`src/rtl/uart_pkg.sv`:
```
// uart_pkg: shared state encodings, frame constants and sizing helpers for the UART transmit path
package uart_pkg;
  typedef enum logic [1:0] {ST_IDLE, ST_LOAD, ST_SEND} arb_state_t;
  typedef enum logic [1:0] {PH_START, PH_DATA, PH_STOP} ser_phase_t;
  localparam logic UART_IDLE_LEVEL = 1'b1;
  localparam int FRAME_BITS = 10;
  function automatic int clks_per_bit(int clk_hz, int baud);
    return clk_hz / baud;
  endfunction
  function automatic int cnt_width(int n);
    return (n > 1) ? $clog2(n) : 1;
  endfunction
endpackage

```
`src/rtl/uart_tx_serializer.sv`:
```
// uart_tx_serializer: 8N1 LSB-first frame shifter with baud and bit counters
module uart_tx_serializer
  import uart_pkg::*;
#(
  parameter int CLKS_PER_BIT = 260
) (
  input  logic       clk,
  input  logic       reset,
  input  logic       start,
  input  logic [7:0] data,
  output logic       tx,
  output logic       busy,
  output logic       done
);
  localparam int BW = cnt_width(CLKS_PER_BIT);
  ser_phase_t phase, nxt_phase;
  logic [BW-1:0] baud_cnt;
  logic [2:0] bit_idx;
  logic [7:0] shreg;
  logic baud_end;
  assign baud_end = baud_cnt == BW'(CLKS_PER_BIT - 1);
  assign done = busy && phase == PH_STOP && baud_end;
  assign tx = !busy ? UART_IDLE_LEVEL :
              phase == PH_START ? 1'b0 :
              phase == PH_DATA ? shreg[bit_idx] : 1'b1;
  always_comb begin
    nxt_phase = phase;
    if (!busy)
      nxt_phase = PH_START;
    else if (baud_end)
      nxt_phase = (phase == PH_START) ? PH_DATA :
                  (phase == PH_DATA && bit_idx == 3'd7) ? PH_STOP : phase;
  end
  always_ff @(posedge clk) begin
    if (reset) begin
      busy     <= 1'b0;
      phase    <= PH_START;
      baud_cnt <= '0;
      bit_idx  <= '0;
      shreg    <= '0;
    end else begin
      phase    <= nxt_phase;
      busy     <= busy ? !done : start;
      baud_cnt <= (!busy || baud_end) ? '0 : baud_cnt + 1'b1;
      bit_idx  <= !busy ? '0 : (baud_end && phase == PH_DATA) ? bit_idx + 1'b1 : bit_idx;
      shreg    <= (!busy && start) ? data : shreg;
    end
  end
endmodule

```
`src/rtl/uart_tx_arbiter.sv`:
```
// uart_tx_arbiter: round-robin packet-locked sharing of one UART transmit line
module uart_tx_arbiter
  import uart_pkg::*;
#(
  parameter int NUM_REQ      = 4,
  parameter int CLK_FREQ_HZ  = 30_000_000,
  parameter int BAUD         = 115200,
  parameter int LOCK_TIMEOUT = 4096
) (
  input  logic                       clk,
  input  logic                       reset,
  input  logic [NUM_REQ-1:0]         req_valid,
  input  logic [NUM_REQ*8-1:0]       req_data,
  input  logic [NUM_REQ-1:0]         req_last,
  output logic [NUM_REQ-1:0]         req_ready,
  output logic                       uart_tx,
  output logic                       grant_valid,
  output logic [$clog2(NUM_REQ)-1:0] grant_id,
  output logic                       busy
);
  localparam int IW  = $clog2(NUM_REQ);
  localparam int CPB = clks_per_bit(CLK_FREQ_HZ, BAUD);
  localparam int TW  = cnt_width(LOCK_TIMEOUT);
  arb_state_t state, nxt_state;
  logic [IW-1:0] gid, nxt_gid, rr_ptr, nxt_rr;
  logic [TW-1:0] to_cnt, nxt_to;
  logic last_q, nxt_last, start, done;
  logic [IW:0] pick;
  // Scan farthest-to-nearest so the nearest index after rr_ptr wins.
  function automatic logic [IW:0] rr_pick(logic [NUM_REQ-1:0] v, logic [IW-1:0] p);
    logic [IW-1:0] j;
    rr_pick = '0;
    j = '0;
    for (int k = NUM_REQ; k > 0; k--) begin
      j = IW'((int'(p) + k) % NUM_REQ);
      if (v[j]) rr_pick = {1'b1, j};
    end
  endfunction
  assign pick = rr_pick(req_valid, rr_ptr);
  assign grant_valid = state != ST_IDLE;
  assign grant_id = grant_valid ? gid : '0;
  always_comb begin
    nxt_state = state;
    nxt_gid   = gid;
    nxt_rr    = rr_ptr;
    nxt_to    = to_cnt;
    nxt_last  = last_q;
    req_ready = '0;
    start     = 1'b0;
    case (state)
      ST_IDLE: begin
        nxt_to = '0;
        if (pick[IW]) begin
          nxt_state = ST_LOAD;
          nxt_gid   = pick[IW-1:0];
        end
      end
      ST_LOAD: begin
        req_ready[gid] = req_valid[gid];
        start = req_valid[gid];
        if (req_valid[gid]) begin
          nxt_last  = req_last[gid];
          nxt_to    = '0;
          nxt_state = ST_SEND;
        end else if (to_cnt == TW'(LOCK_TIMEOUT - 1)) begin
          nxt_state = ST_IDLE;
          nxt_rr    = gid;
        end else
          nxt_to = to_cnt + 1'b1;
      end
      ST_SEND: if (done) begin
        nxt_state = last_q ? ST_IDLE : ST_LOAD;
        nxt_rr    = last_q ? gid : rr_ptr;
      end
      default: nxt_state = ST_IDLE;
    endcase
  end
  always_ff @(posedge clk) begin
    if (reset) begin
      state  <= ST_IDLE;
      gid    <= '0;
      rr_ptr <= IW'(NUM_REQ - 1);
      to_cnt <= '0;
      last_q <= 1'b0;
    end else begin
      state  <= nxt_state;
      gid    <= nxt_gid;
      rr_ptr <= nxt_rr;
      to_cnt <= nxt_to;
      last_q <= nxt_last;
    end
  end
  uart_tx_serializer #(.CLKS_PER_BIT(CPB)) u_ser (
    .clk  (clk),
    .reset(reset),
    .start(start),
    .data (req_data[8*gid +: 8]),
    .tx   (uart_tx),
    .busy (busy),
    .done (done)
  );
endmodule
```
`config.mk`:
```
export PLATFORM = sky130hd
export DESIGN_NAME = uart_tx_arbiter
export DESIGN_NICKNAME = d
export VERILOG_FILES = /design/src/rtl/uart_pkg.sv /design/src/rtl/uart_tx_serializer.sv /design/src/rtl/uart_tx_arbiter.sv
export SDC_FILE = /design/constraint.sdc
export NUM_CORES = 1
export LEC_CHECK = 0
export BUFFER_PORTS_ARGS = -buffer_cell sky130_fd_sc_hd__buf_2
export CORE_ASPECT_RATIO = 0.75
export CORE_UTILIZATION = 35
export DETAILED_ROUTE_END_ITERATION = 10
export SLEW_MARGIN = 20
export SYNTH_ARGS = -nofsm -noshare
export SYNTH_HDL_FRONTEND = slang
export SYNTH_HIERARCHICAL = 1
export SYNTH_SLANG_ARGS = --single-unit
```
`constraint.sdc`:
```
create_clock -name clk -period 2.2 [get_ports clk]
set_input_delay 0.44 -clock clk [delete_from_list [all_inputs] [get_ports clk]]
set_output_delay 0.44 -clock clk [all_outputs]
set_load 0.005 [all_outputs]
```
==> results of run 1 <==
==> through the flow <==
| stage | hold WS, ns | std cells | power [W] | util | cell area (um^2) |
|---|---|---|---|---|---|
| after CTS | 0.427 | 413 | 0.00176 | 0.429 | 2920 |
| after floorplan | 0.430 | 275 | 0.00106 | - | 2450 |
| after detailed placement | 0.448 | 405 | 0.00115 | 0.412 | 2800 |
| final | 0.447 | 414 | 0.00175 | 0.431 | 2930 |
| after global routing | 0.434 | 414 | 0.00184 | 0.431 | 2930 |
| after global placement | 0.445 | 405 | 0.00114 | 0.412 | 2800 |
==> cells in the mapped netlist (4+ instances only) <==
cell type,count,area share
clkbuf_1,6,0.0092
a21oi_1,24,0.049
or3_1,7,0.018
o31ai_1,4,0.012
o221ai_1,5,0.018
nor2_1,16,0.024
nand4_1,11,0.028
o21ai_0,8,0.016
dfxtp_1,42,0.34
buf_2,4,0.0082
nand3_1,10,0.020
nor2b_1,4,0.010
nor4_1,4,0.010
mux4_2,11,0.10
inv_1,11,0.017
nand2_1,37,0.057
ha_1,4,0.020
nand2b_1,8,0.020
==> metal layers <==
metal  part of all wire  global-route usage  wire (um)
met1               0.50               0.212       2940
met2               0.43               0.261       2530
met3              0.057              0.0451        331
met4             0.0039              0.0398         23
met5                  0                   0          0
==> area by class of cell <==
type | count | share of cell area
Multi-Input combinational cell | 207 | 0.509
Sequential cell | 42 | 0.288
Timing Repair Buffer | 62 | 0.116
Tap cell | 84 | 0.0358
Clock buffer | 6 | 0.0247
Inverter | 11 | 0.0141
Clock inverter | 2 | 0.0128
==> flip-flops by register name, indices dropped and copies added (netlist names) <==
| register | count |
|---|---|
| rr_ptr | 2 |
| u_ser/baud_cnt | 9 |
| to_cnt | 12 |
| last_q | 1 |
| u_ser/busy | 1 |
| state | 2 |
| u_ser/shreg | 8 |
| u_ser/phase | 2 |
| u_ser/bit_idx | 3 |
| gid | 2 |
==> repair_timing <==
item,CTS,global route
pin swaps,0,0
buffers inserted,0,1
setup endpoints to repair,3,2
hold buffers,0,0
gates resized for setup,3,2
==> report_power, final <==
part / switching (W) / internal, W / total [W]
clock: 0.000267 / 0.000339 / 0.000606
sequential: 0.0000330 / 0.000789 / 0.000822
combinational: 0.000166 / 0.000152 / 0.000318
total: 0.000466 / 0.00128 / 0.00175
==> critical path, stage by stage, from the launching register on <==
cell	delay [ns]
dfxtp_4	0.38
mux4_2	0.56
nand2_4	0.12
inv_1	0.08
nand2_1	0.10
nor2_1	0.04
buf_2	0.12
==> how the worst max path moves through the flow <==
stage                                 start                endpoint  depth (start not counted)
2_1_floorplan  u_ser/baud_cnt[7]$_SDFF_PP0_  rr_ptr[0]$_SDFFE_PP1P_                          7
3_3_place_gp         to_cnt[0]$_SDFFE_PP0P_  to_cnt[3]$_SDFFE_PP0P_                          5
3_5_place_dp         to_cnt[0]$_SDFFE_PP0P_  to_cnt[8]$_SDFFE_PP0P_                          5
4_1_cts                 gid[0]$_SDFFE_PP0P_            req_ready[3]                          6
5_1_grt                 gid[0]$_SDFFE_PP0P_            req_ready[3]                          6
6_report                gid[0]$_SDFFE_PP0P_            req_ready[3]                          6
==> cells in the final DEF, fill, tap and decap left out, types with 4 or more instances in the layout <==
cell and n:
nor4_1 4, nor2_1 16, ha_1 4, inv_1 11, nand3_1 10, clkbuf_8 5, o221ai_1 5, dfxtp_1 41
o21ai_0 8, nand2b_1 8, o31ai_1 4, nor2b_1 4, buf_4 12, or3_1 7, mux4_2 11, buf_2 50
nand2_1 36, a21oi_1 23, nand4_1 11
==> kinds of logic after synthesis <==
| group | after synthesis | synth area share |
|---|---|---|
| DFF | 42 | 0.343 |
| adders and majority gates | 4 | 0.0204 |
| xor gates and xnor gates | 3 | 0.0107 |
| AOI/OAI and AO/OA | 64 | 0.182 |
| muxes | 16 | 0.129 |
| and+or+nand+nor | 120 | 0.261 |
| buffers and inverters | 26 | 0.0545 |
==> flow_metrics.env, run 1 <==
export IMPL_grt_pass1_wl_um=9340
export IMPL_min_path_cells=2
export IMPL_cp_data_arrival_time_ns=1.69
export IMPL_multi_input_area_um2=1490
export IMPL_maxCapViolCount=0
export IMPL_ant_nets=0
export IMPL_hpwl_um=4350
export IMPL_core_area_um2=6800
export IMPL_drc=0
export IMPL_grt_overflow_total=0
export IMPL_reg2reg_slack_ns=0.25
export IMPL_hold_viol=0
export IMPL_syn2layout_area_growth_pct=19.5
export IMPL_port_buffers=50
export IMPL_start_util=0.361
export IMPL_wl_per_cell_um=14.1
export IMPL_drt_iter0_drc=123
export IMPL_skew_ns=0.00400
export IMPL_async_reset_ff_frac=0
export IMPL_r2r_cells=6
export IMPL_cts_buffer_depth=2
export IMPL_start_kind="register"
export IMPL_yosys_warnings=6
export IMPL_dieArea_um2=7360
export IMPL_num_rows=26
export IMPL_ys_flop_type="dfxtp_1"
export IMPL_tightest_slew_ns=0.630
export IMPL_slew_viol_final=0
export IMPL_drive_above_1_share=0.291
export IMPL_synth_area_um2=2450
export IMPL_vdd_drop_max_mv=0.238
export IMPL_p_leak_nw=1.06
export IMPL_min_path_type="in2reg"
export IMPL_fmax_mhz=469
export IMPL_synth_edf_count=0
export IMPL_synthesis_nets=321
export IMPL_cp_max_fo=5
export IMPL_finalNetCount=375
export IMPL_tritoncts="done"
export IMPL_clock_sinks=42
export IMPL_cts_htree_levels=2
export IMPL_worstHoldEndpoint="to_cnt[6]$_SDFFE_PP0P_"
export IMPL_num_vias=2234
export IMPL_post_drt_via_cell_ratio=5.40
export IMPL_power_density_nw_per_um2=595
export IMPL_die_width_um=98.7
export IMPL_drt_wl_total_um=5830
export IMPL_setup_violations_final=0
export IMPL_fin_crit_sh=0.969
export IMPL_setup_slack_ns=0.0689
export IMPL_crit_required_ns=1.76
export IMPL_criticalPathCategory="reg2out"
export IMPL_dr_pass1_iters=5
export IMPL_syn_avg_cell_area_um2=8.93
export IMPL_cts_root_buffer="clkbuf_8"
export IMPL_worstReg2RegStart="u_ser/baud_cnt[7]$_SDFF_PP0_"
export IMPL_rsz0062_at_grt="no"
export IMPL_routabilityCongestion=0.772
export IMPL_clk_latency_ns=0.29
export IMPL_ys_ff_latch=42
export IMPL_fill_cells=666
export IMPL_end_kind="output pin"
export IMPL_antenna_found_initial=0
export IMPL_clkTransAtPathRegs_ns=0.08
export IMPL_yosysSeqAreaShare=0.343
export IMPL_place_ws_ns=0.0179
export IMPL_fin_crit_ns=2.13
export IMPL_min_from="reset"
export IMPL_ys_types=56
export IMPL_grt_pass1_vias=2032
export IMPL_insertedDiodeCount=0
export IMPL_cts_made_buffers=5
export IMPL_die_h_um=74.5
export IMPL_register_area_um2=845
export IMPL_reg2reg_to="rr_ptr[0]$_SDFFE_PP1P_"
export IMPL_grtUsageTotal=0.160
export IMPL_max_slew_margin=0.580
export IMPL_synthCells=275
export IMPL_ios=51
export IMPL_grt_max_degree=21
export IMPL_status="finished, final reports clean"
export IMPL_setup_tns_final_ns=0
Note: power is estimated with default switching activity, not from simulation.
==> run 2: changes to the inputs <==
--- a/config.mk
+++ b/config.mk
@@ -12,5 +12,4 @@
 export SLEW_MARGIN = 20
 export SYNTH_ARGS = -nofsm -noshare
 export SYNTH_HDL_FRONTEND = slang
-export SYNTH_HIERARCHICAL = 1
 export SYNTH_SLANG_ARGS = --single-unit
==> flow_metrics.env, run 2 <==
export IMPL_placed_area_um2=2710
export IMPL_synthTopCellsByCount="dfxtp_1 (42), nor2_1 (37), nand2_1 (18)"
export IMPL_reg2reg_to="to_cnt[5]$_SDFFE_PP0P_"
export IMPL_post_drt_via_cell_ratio=5.24
export IMPL_clock_sinks=42
export IMPL_die_width_um=96.9
export IMPL_criticalPathCategory="reg2out"
export IMPL_final_cell_mix="buf_2 (50), dfxtp_1 (40), nor2_1 (37)"
export IMPL_place_ws_ns=0.142
export IMPL_drc=0
export IMPL_max_slew_margin=0.600
export IMPL_ys_ff_latch=42
export IMPL_utilization=0.439
export IMPL_dieArea_um2=7090
export IMPL_port_buffers=50
export IMPL_synth_compound_area_frac=0.130
export IMPL_hold_viol=0
export IMPL_hpwl_um=3710
export IMPL_cp_data_arrival_time_ns=1.72
export IMPL_layout_commonest_cell="buf_2"
export IMPL_yosysSeqAreaShare=0.356
export IMPL_largestRegisters="to_cnt (12), u_ser.baud_cnt (9), u_ser.shreg (8)"
export IMPL_fin_crit_ns=2.16
export IMPL_max_stage_delay_ns=0.49
export IMPL_worstReg2RegStart="to_cnt[0]$_SDFFE_PP0P_"
export IMPL_ios=51
export IMPL_drt_wl_total_um=5040
export IMPL_start_util=0.369
export IMPL_synthCells=251
export IMPL_largest_reg_flops=12
export IMPL_cts_htree_levels=2
export IMPL_ys_flop_type="dfxtp_1"
export IMPL_min_path_type="reg2reg"
export IMPL_rsz0062_at_grt="yes"
export IMPL_min_from="u_ser.baud_cnt[0]$_SDFF_PP0_"
export IMPL_synth_edf_count=0
export IMPL_core_area_um2=6410
export IMPL_crit_required_ns=1.76
export IMPL_end_kind="output pin"
export IMPL_vdd_drop_max_mv=0.276
export IMPL_power_density_nw_per_um2=602
export IMPL_crit_path_top_delay_cell="mux4_2"
export IMPL_ant_nets=0
export IMPL_grt_pass1_vias=1811
export IMPL_clkTransAtPathRegs_ns=0.08
export IMPL_routabilityCongestion=0.749
export IMPL_yosys_warnings=0
export IMPL_cts_made_buffers=5
export IMPL_path_cells="mux4_2 -> mux2_4 -> nand2_2 -> nand3b_1 -> buf_2"
export IMPL_setup_tns_final_ns=0
export IMPL_r2r_cells=6
export IMPL_wl_per_cell_um=13.1
export IMPL_dr_pass1_iters=4
export IMPL_muxShareOfSynthArea=0.194
export IMPL_slew_viol_final=0
export IMPL_final_area_um2=2820
export IMPL_drive_above_1_share=0.304
export IMPL_skew_ns=0.00705
export IMPL_antenna_found_initial=0
export IMPL_synth_simple_area_share=0.233
export IMPL_synthTopCellsByArea="dfxtp_1 (36%), mux4_2 (11%), mux2i_1 (6.4%), nor2_1 (5.9%), nand2_1 (2.9%)"
export IMPL_async_reset_ff_frac=0
export IMPL_tightest_slew_ns=0.598
export IMPL_syn_avg_cell_area_um2=9.42
export IMPL_fmax_mhz=464
export IMPL_total_power_w=0.00170
export IMPL_drt_iter0_drc=58
export IMPL_finalNetCount=348
export IMPL_num_vias=2011
export IMPL_grt_max_degree=29
export IMPL_clk_latency_ns=0.29
export IMPL_tritoncts="done"
export IMPL_synth_top_area_share=0.356
export IMPL_setup_violations_final=0
export IMPL_top_register="to_cnt"
export IMPL_synth_most_common_cell="dfxtp_1"
export IMPL_p_leak_nw=1.09
export IMPL_min_path_cells=1
export IMPL_synth_area_um2=2360
export IMPL_die_h_um=73.2
export IMPL_synth_xor_area_share=0.0296
export IMPL_setup_slack_ns=0.0440
export IMPL_synth_top_family_by_area="simple AND/OR/NAND/NOR gates"
export IMPL_cts_buffer_depth=2
export IMPL_fin_crit_sh=0.980
export IMPL_worstHoldEndpoint="u_ser.baud_cnt[0]$_SDFF_PP0_"
export IMPL_postCtsSetupBuffers=0
export IMPL_grt_pass1_wl_um=8160
export IMPL_start_kind="register"
export IMPL_synthAdderAreaFrac=0.0212
export IMPL_insertedDiodeCount=0
export IMPL_synth_top_cell_by_area="dfxtp_1"
export IMPL_grtUsageTotal=0.142
export IMPL_grt_overflow_total=0
export IMPL_maxCapViolCount=0
export IMPL_ys_types=51
export IMPL_cts_root_buffer="clkbuf_8"
export IMPL_cp_max_fo=4
export IMPL_synthesis_nets=297
export IMPL_reg2reg_slack_ns=0.17
export IMPL_num_rows=25
export IMPL_syn2layout_area_growth_pct=19.2
export IMPL_status="finished, final reports clean"
-- run 2: through the flow --
stage               hold slack, ns  instances
floorplan                    0.442        251
global placement             0.468        376
detailed placement           0.486        376
CTS                          0.503        384
global route                 0.512        384
finish                       0.499        384
-- run 2: repair_timing --
item	CTS	global route
setup endpoints to repair	2	6
resized for setup	3	3
hold buffers	0	0
hold endpoints to repair	0	0
-- run 2: logic make-up (layout without fill, tap and decap cells) --
family / after synthesis / count (layout)
and+or+nand+nor: 107 / 107
DFF: 42 / 42
xor gates and xnor gates: 8 / 8
AOI/OAI and AO/OA: 41 / 41
buffers and inverters: 19 / 71
adders and majority gates: 4 / 4
muxes: 30 / 30
-- run 2: area by class of cell --
type                            instances  area [um^2]
Clock buffer                            7         86.3
Clock inverter                          1         5.00
Fill cell                             638         3590
Inverter                                5         18.8
Multi-Input combinational cell        190         1450
Sequential cell                        42          846
Tap cell                               81          101
Timing Repair Buffer                   58          310
-- run 2: worst max-delay path by stage --
stage | end | cells after the start | slack (ns) | startpoint
2_1_floorplan | to_cnt[5]$_SDFFE_PP0P_ | 7 | 0.34 | to_cnt[0]$_SDFFE_PP0P_
3_3_place_gp | to_cnt[5]$_SDFFE_PP0P_ | 6 | 0.24 | to_cnt[0]$_SDFFE_PP0P_
3_5_place_dp | to_cnt[5]$_SDFFE_PP0P_ | 6 | 0.14 | to_cnt[0]$_SDFFE_PP0P_
4_1_cts | uart_tx | 5 | 0.02 | u_ser.bit_idx[0]$_SDFFE_PP0P_
5_1_grt | uart_tx | 5 | -0.02 | u_ser.bit_idx[0]$_SDFFE_PP0P_
6_report | uart_tx | 5 | 0.04 | u_ser.bit_idx[0]$_SDFFE_PP0P_
-- run 2: routing by layer --
metal  global-route usage  vias up  share of wire
met3               0.0287        4          0.059
met1                0.193      920           0.48
met4               0.0448        0         0.0064
met2                0.229       66           0.45
li1                     -     1021              -
met5                    0        -              0
-- run 2: worst max-delay path: cells and delay by family (launching register included) --
| family | cells | cell delay [ns] |
|---|---|---|
| multiplexers | 2 | 0.77 |
| flip-flops | 1 | 0.38 |
| buffers and inverters | 1 | 0.13 |
| AND/OR/NAND/NOR | 2 | 0.12 |
-- run 2: power breakdown --
part | total [W] | internal [W] | switching, W
combinational | 0.000355 | 0.000187 | 0.000168
sequential | 0.000828 | 0.000790 | 0.0000376
clock | 0.000515 | 0.000253 | 0.000261
total | 0.00170 | 0.00123 | 0.000467
